$ cat src/rtl/branch_resolve_unit.sv
// Execute-stage branch resolution: resolves BRANCH/JAL/JALR, issues a redirect to fetch over
// valid/ready, produces the link value and holds a fixed-length flush after each redirect.
module branch_resolve_unit #(
  parameter int unsigned XLEN         = 32,
  parameter int unsigned FLUSH_CYCLES = 2,
  parameter int unsigned CNT_WIDTH    = 16
) (
  input  logic                 i_Clock,
  input  logic                 i_Reset_N,
  input  logic                 i_Valid,
  output logic                 o_Ready,
  input  logic                 i_Is_Branch,
  input  logic                 i_Is_Jal,
  input  logic                 i_Is_Jalr,
  input  logic                 i_Compare_Result,
  input  logic [XLEN-1:0]      i_Pc,
  input  logic [XLEN-1:0]      i_Rs1,
  input  logic [XLEN-1:0]      i_Imm,
  output logic                 o_Redirect_Valid,
  input  logic                 i_Redirect_Ready,
  output logic [XLEN-1:0]      o_Redirect_Pc,
  output logic                 o_Flush,
  output logic                 o_Link_Valid,
  output logic [XLEN-1:0]      o_Link_Value,
  output logic                 o_Misaligned,
  output logic [CNT_WIDTH-1:0] o_Branch_Count,
  output logic [CNT_WIDTH-1:0] o_Taken_Count
);

  localparam int unsigned FcW = (FLUSH_CYCLES > 0) ? $clog2(FLUSH_CYCLES + 1) : 1;
  localparam logic [FcW-1:0] FlushLoad = FcW'(FLUSH_CYCLES);

  typedef enum logic [1:0] {StIdle, StRedirect, StFlush} state_e;

  state_e                state_q, state_d;
  logic [FcW-1:0]        flush_cnt_q, flush_cnt_d;
  logic                  redirect_valid_q, redirect_valid_d;
  logic [XLEN-1:0]       redirect_pc_q, redirect_pc_d;
  logic                  link_valid_q, link_valid_d;
  logic [XLEN-1:0]       link_value_q, link_value_d;
  logic                  misaligned_q, misaligned_d;
  logic [CNT_WIDTH-1:0]  branch_cnt_q, branch_cnt_d;
  logic [CNT_WIDTH-1:0]  taken_cnt_q, taken_cnt_d;

  logic            accept;
  logic            do_jalr, do_jal, do_branch, taken, target_misaligned;
  logic [XLEN-1:0] target_sum, target;

  // Flag priority: JALR over JAL over BRANCH.
  assign do_jalr   = i_Is_Jalr;
  assign do_jal    = ~i_Is_Jalr & i_Is_Jal;
  assign do_branch = ~i_Is_Jalr & ~i_Is_Jal & i_Is_Branch;

  assign target_sum        = (do_jalr ? i_Rs1 : i_Pc) + i_Imm;
  assign target            = {target_sum[XLEN-1:1], target_sum[0] & ~do_jalr};
  assign taken             = do_jalr | do_jal | (do_branch & i_Compare_Result);
  assign target_misaligned = |target[1:0];

  assign o_Ready = (state_q == StIdle);
  assign accept  = i_Valid & o_Ready;

  always_comb begin
    state_d          = state_q;
    flush_cnt_d      = flush_cnt_q;
    redirect_valid_d = redirect_valid_q;
    redirect_pc_d    = redirect_pc_q;
    link_valid_d     = 1'b0;
    link_value_d     = link_value_q;
    misaligned_d     = 1'b0;
    branch_cnt_d     = branch_cnt_q;
    taken_cnt_d      = taken_cnt_q;

    unique case (state_q)
      StIdle: begin
        if (accept) begin
          if (do_jal || do_jalr) begin
            link_valid_d = 1'b1;
            link_value_d = i_Pc + XLEN'(4);
          end
          if (do_branch && (branch_cnt_q != '1)) begin
            branch_cnt_d = branch_cnt_q + CNT_WIDTH'(1);
          end
          if (taken) begin
            if (target_misaligned) begin
              misaligned_d = 1'b1;
            end else begin
              redirect_pc_d    = target;
              redirect_valid_d = 1'b1;
              state_d          = StRedirect;
            end
          end
        end
      end
      StRedirect: begin
        if (i_Redirect_Ready) begin
          redirect_valid_d = 1'b0;
          if (taken_cnt_q != '1) begin
            taken_cnt_d = taken_cnt_q + CNT_WIDTH'(1);
          end
          if (FLUSH_CYCLES == 0) begin
            state_d = StIdle;
          end else begin
            state_d     = StFlush;
            flush_cnt_d = FlushLoad;
          end
        end
      end
      StFlush: begin
        flush_cnt_d = flush_cnt_q - FcW'(1);
        if (flush_cnt_q == FcW'(1)) begin
          state_d = StIdle;
        end
      end
      default: state_d = StIdle;
    endcase
  end

  always_ff @(posedge i_Clock or negedge i_Reset_N) begin
    if (!i_Reset_N) begin
      state_q          <= StIdle;
      flush_cnt_q      <= '0;
      redirect_valid_q <= 1'b0;
      redirect_pc_q    <= '0;
      link_valid_q     <= 1'b0;
      link_value_q     <= '0;
      misaligned_q     <= 1'b0;
      branch_cnt_q     <= '0;
      taken_cnt_q      <= '0;
    end else begin
      state_q          <= state_d;
      flush_cnt_q      <= flush_cnt_d;
      redirect_valid_q <= redirect_valid_d;
      redirect_pc_q    <= redirect_pc_d;
      link_valid_q     <= link_valid_d;
      link_value_q     <= link_value_d;
      misaligned_q     <= misaligned_d;
      branch_cnt_q     <= branch_cnt_d;
      taken_cnt_q      <= taken_cnt_d;
    end
  end

  assign o_Redirect_Valid = redirect_valid_q;
  assign o_Redirect_Pc    = redirect_pc_q;
  assign o_Flush          = (state_q == StFlush);
  assign o_Link_Valid     = link_valid_q;
  assign o_Link_Value     = link_value_q;
  assign o_Misaligned     = misaligned_q;
  assign o_Branch_Count   = branch_cnt_q;
  assign o_Taken_Count    = taken_cnt_q;

endmodule

$ cat config.mk
export PLATFORM = sky130hd
export DESIGN_NAME = branch_resolve_unit
export DESIGN_NICKNAME = d
export VERILOG_FILES = /design/src/rtl/branch_resolve_unit.sv
export SDC_FILE = /design/constraint.sdc
export NUM_CORES = 1
export LEC_CHECK = 0
export ABC_AREA = 1
export BUFFER_PORTS_ARGS = -buffer_cell sky130_fd_sc_hd__buf_2
export CORE_UTILIZATION = 54
export CTS_CLUSTER_SIZE = 16
export DETAILED_ROUTE_END_ITERATION = 7
export PLACE_DENSITY = 0.82
export SYNTH_ARGS = -nofsm -noshare
export SYNTH_HDL_FRONTEND = slang
export SYNTH_SLANG_ARGS = --single-unit
export TNS_END_PERCENT = 100
$ cat constraint.sdc
create_clock -name i_Clock -period 2.5 [get_ports i_Clock]
set_clock_uncertainty 0.2 [all_clocks]
set_input_delay 0.375 -clock i_Clock [delete_from_list [all_inputs] [get_ports i_Clock]]
set_output_delay 0.375 -clock i_Clock [all_outputs]
set_load 0.005 [all_outputs]
==> flow_summary.yaml <==
min_path:
  hold_path_class: "input pin to flop"
  hold-path-cell-count: 2
power:
  p_leak_nw: 5.64
  power_mw: 6.95
  p_per_area_nw_per_um2: 715
  ir_worst_vdd_v: 0.000416
status:
  status: "complete, no violations"
floorplan:
  die_x_um: 121
  fp-row-count: 43
  io_pins: 205
  fp.dieH_um: 121
  core-area_um2: 13900
  start_util: 0.555
  floorplan.die_area_um2: 14700
final_layout:
  num_antenna_cells: 0
  design_area_um2: 9720
  fillers: 1240
  multi_input_area_um2: 4370
  mostFrequentLayoutCell: "nand2_1"
  seq_area_um2: 2580
  drive_gt1_frac: 0.210
  mostFrequentLayoutCells: "nand2_1, buf_2, inv_1"
  stdcell_count: 1630
  syn_to_final_growth_pct: 26.3
  finalNetCount: 1585
placed_design:
  dp_hpwl_um: 19500
  place_inst: 1613
  placed_area_um2: 9400
  io_buffers: 204
  pre_cts_slack_ps: -284
  gp_congestion: 0.971
sta:
  setup_viol: 0
  post-route-min-period_ps: 2430
  setup_ws_ps: 72.2
  tightest_slew_ps: 717
  slew-limit-headroom: 0.522
  fmax_ghz: 0.412
  grt_setup_unrepaired: "false"
  hold_violations: 0
  fin_setup_tns_ps: 0
  final_max_slew_viol_count: 0
  fin_crit_sh: 0.971
clock_tree:
  post_cts_buffers: 0
  htree_levels: 3
  clkSinkCount: 103
  cts_root_buf: "clkbuf_16"
  clk_latency_ps: 360
  clockBufferDepth: 2
  cts_buffers: 9
  cts_tree: "done"
  path_clk_slew_ps: 80
setup_path:
  start_kind: "input pin"
  endpoint_kind: "flop"
  cp.depth: 9
  required_ps: 2600
  path_delay_family: "compound AO/OA/AOI/OAI gates"
  cp_num_buf_inv: 3
  worstPathCellList: "buf_2, o21ai_0, fa_1, a21oi_1, nand3_1, clkinv_1, buf_12, nand3_1, nand2_1"
  worstSetupPathType: "input pin to flop"
  crit_path_frequent_cell: "nand3_1"
  worstPathArrival_ps: 2530
  critical-path-max-stage-delay_ps: 480
  r2r_cells: 9
  worstPathMaxFanout: 17
  crit_slowest_cell: "fa_1"
yosys:
  synth_edf_count: 0
  syn_avg_cell_area_um2: 6.50
  ys.flop_type: "dfrtp_1"
  ys_seq_area_frac: 0.335
  synthArstFlopShare: 1.00
  netlist_instances: 1185
  ys_warn_count: 0
  synth_seq_cells: 103
  ys_types: 36
  synth_nets: 1325
  synth_area_um2: 7700
drt:
  drt_iter0_markers: 574
  avgViaCountPerCell: 5.15
  drtAntennaViolNets: 0
  vias: 8391
  finalWirelength_um: 23700
  drc: 0
  dr.pass1.iters: 5
  avgRoutedWirePerCell_um: 14.5
job:
  max_cap_viol_count: 0
global_route:
  grt_remaining_overflow: 0
  antenna_found_initial: 0
  grt_pass1_vias: 7626
  grt_util_all_layers: 0.327
  grt_pass1_wl_um: 37100
  grt_max_degree: 48
per-stage QoR:
stage	util	hold WS, ps
after floorplan	-	-121
after global placement	0.677	244
after detailed placement	0.677	256
after CTS	0.700	27.0
after global routing	0.700	41.7
final	0.700	29.2
power by group:
group	internal [mW]	switching [mW]	leakage [nW]	total (mW)
clock	0.800	0.713	0.147	1.51
sequential	2.28	0.402	1.29	2.68
combinational	1.21	1.54	4.20	2.75
total	4.30	2.66	5.64	6.95
final cells by class:
type	count	share of cell area
timing repair buffer	270	0.163
tap	180	0.0232
sequential	103	0.265
multi-input combinational	889	0.450
inverter	172	0.0664
clock inverter	7	0.00927
clock buffer	9	0.0232
path summary, 6_finish.rpt:
kind                                  start  slack [ps]           endpoint
min in group asynchronous         i_Reset_N         400  o_Branch_Count[0]
max reg2reg                o_Taken_Count[1]         410  o_Taken_Count[11]
max in group asynchronous         i_Reset_N        1100  o_Redirect_Pc[10]
min                        i_Redirect_Ready          30         state_q[0]
max                               i_Is_Jalr          70  o_Redirect_Pc[18]
min reg2reg                 o_Link_Value[3]         270    o_Link_Value[3]
state kept, by name (all words and copies together), names as in the netlist:
signal / count
state_q: 2
flush_cnt_q: 2
o_Redirect_Pc: 32
o_Link_Valid: 1
o_Link_Value: 32
o_Misaligned: 1
o_Redirect_Valid: 1
o_Branch_Count: 16
o_Taken_Count: 16
synthesized netlist by cell type, types with 2 or more instances:
| cell | count | area share |
|---|---|---|
| inv_1 | 169 | 0.082 |
| o21ai_1 | 3 | 0.0019 |
| o211ai_1 | 2 | 0.0019 |
| nor2_2 | 4 | 0.0032 |
| nand2_2 | 6 | 0.0049 |
| o21ai_0 | 70 | 0.045 |
| inv_2 | 2 | 0.00098 |
| a21oi_1 | 25 | 0.016 |
| dfrtp_1 | 103 | 0.33 |
| buf_2 | 7 | 0.0045 |
| nand3_1 | 74 | 0.048 |
| nand2_1 | 466 | 0.23 |
| nand4_1 | 12 | 0.0097 |
| nand3b_1 | 3 | 0.0029 |
| and2_1 | 3 | 0.0024 |
| xor2_1 | 37 | 0.042 |
| nor3_1 | 22 | 0.014 |
| nor2_1 | 85 | 0.041 |
| nor4_1 | 3 | 0.0024 |
| nand3_2 | 3 | 0.0039 |
| xnor2_1 | 24 | 0.027 |
| ha_1 | 35 | 0.057 |
| buf_6 | 2 | 0.0029 |
| clkbuf_1 | 11 | 0.0054 |
| o21bai_1 | 3 | 0.0029 |
cells by family after synthesis:
family / count (synthesis) / share of synthesized area
adder cells (fa/ha/maj): 36 / 0.0595
buffers and inverters: 193 / 0.0977
flip-flops: 103 / 0.335
AND/OR/NAND/NOR: 686 / 0.367
AO/OA/AOI/OAI: 106 / 0.0715
XOR/XNOR: 61 / 0.0694
per-layer routing:
layer  up-vias  track usage  share of wire
li1       4217            -              -
met3        48       0.0630          0.076
met2       317        0.541           0.47
met5         -            0              0
met1      3809        0.424           0.43
met4         0        0.114          0.026
what timing repair did:
| item | 4_1_cts | 5_1_grt |
|---|---|---|
| endpoints found under the hold margin | 45 | 0 |
| gates resized for setup | 0 | 0 |
| hold buffers | 1 | 0 |
Note: power is estimated with default switching activity, not from simulation.
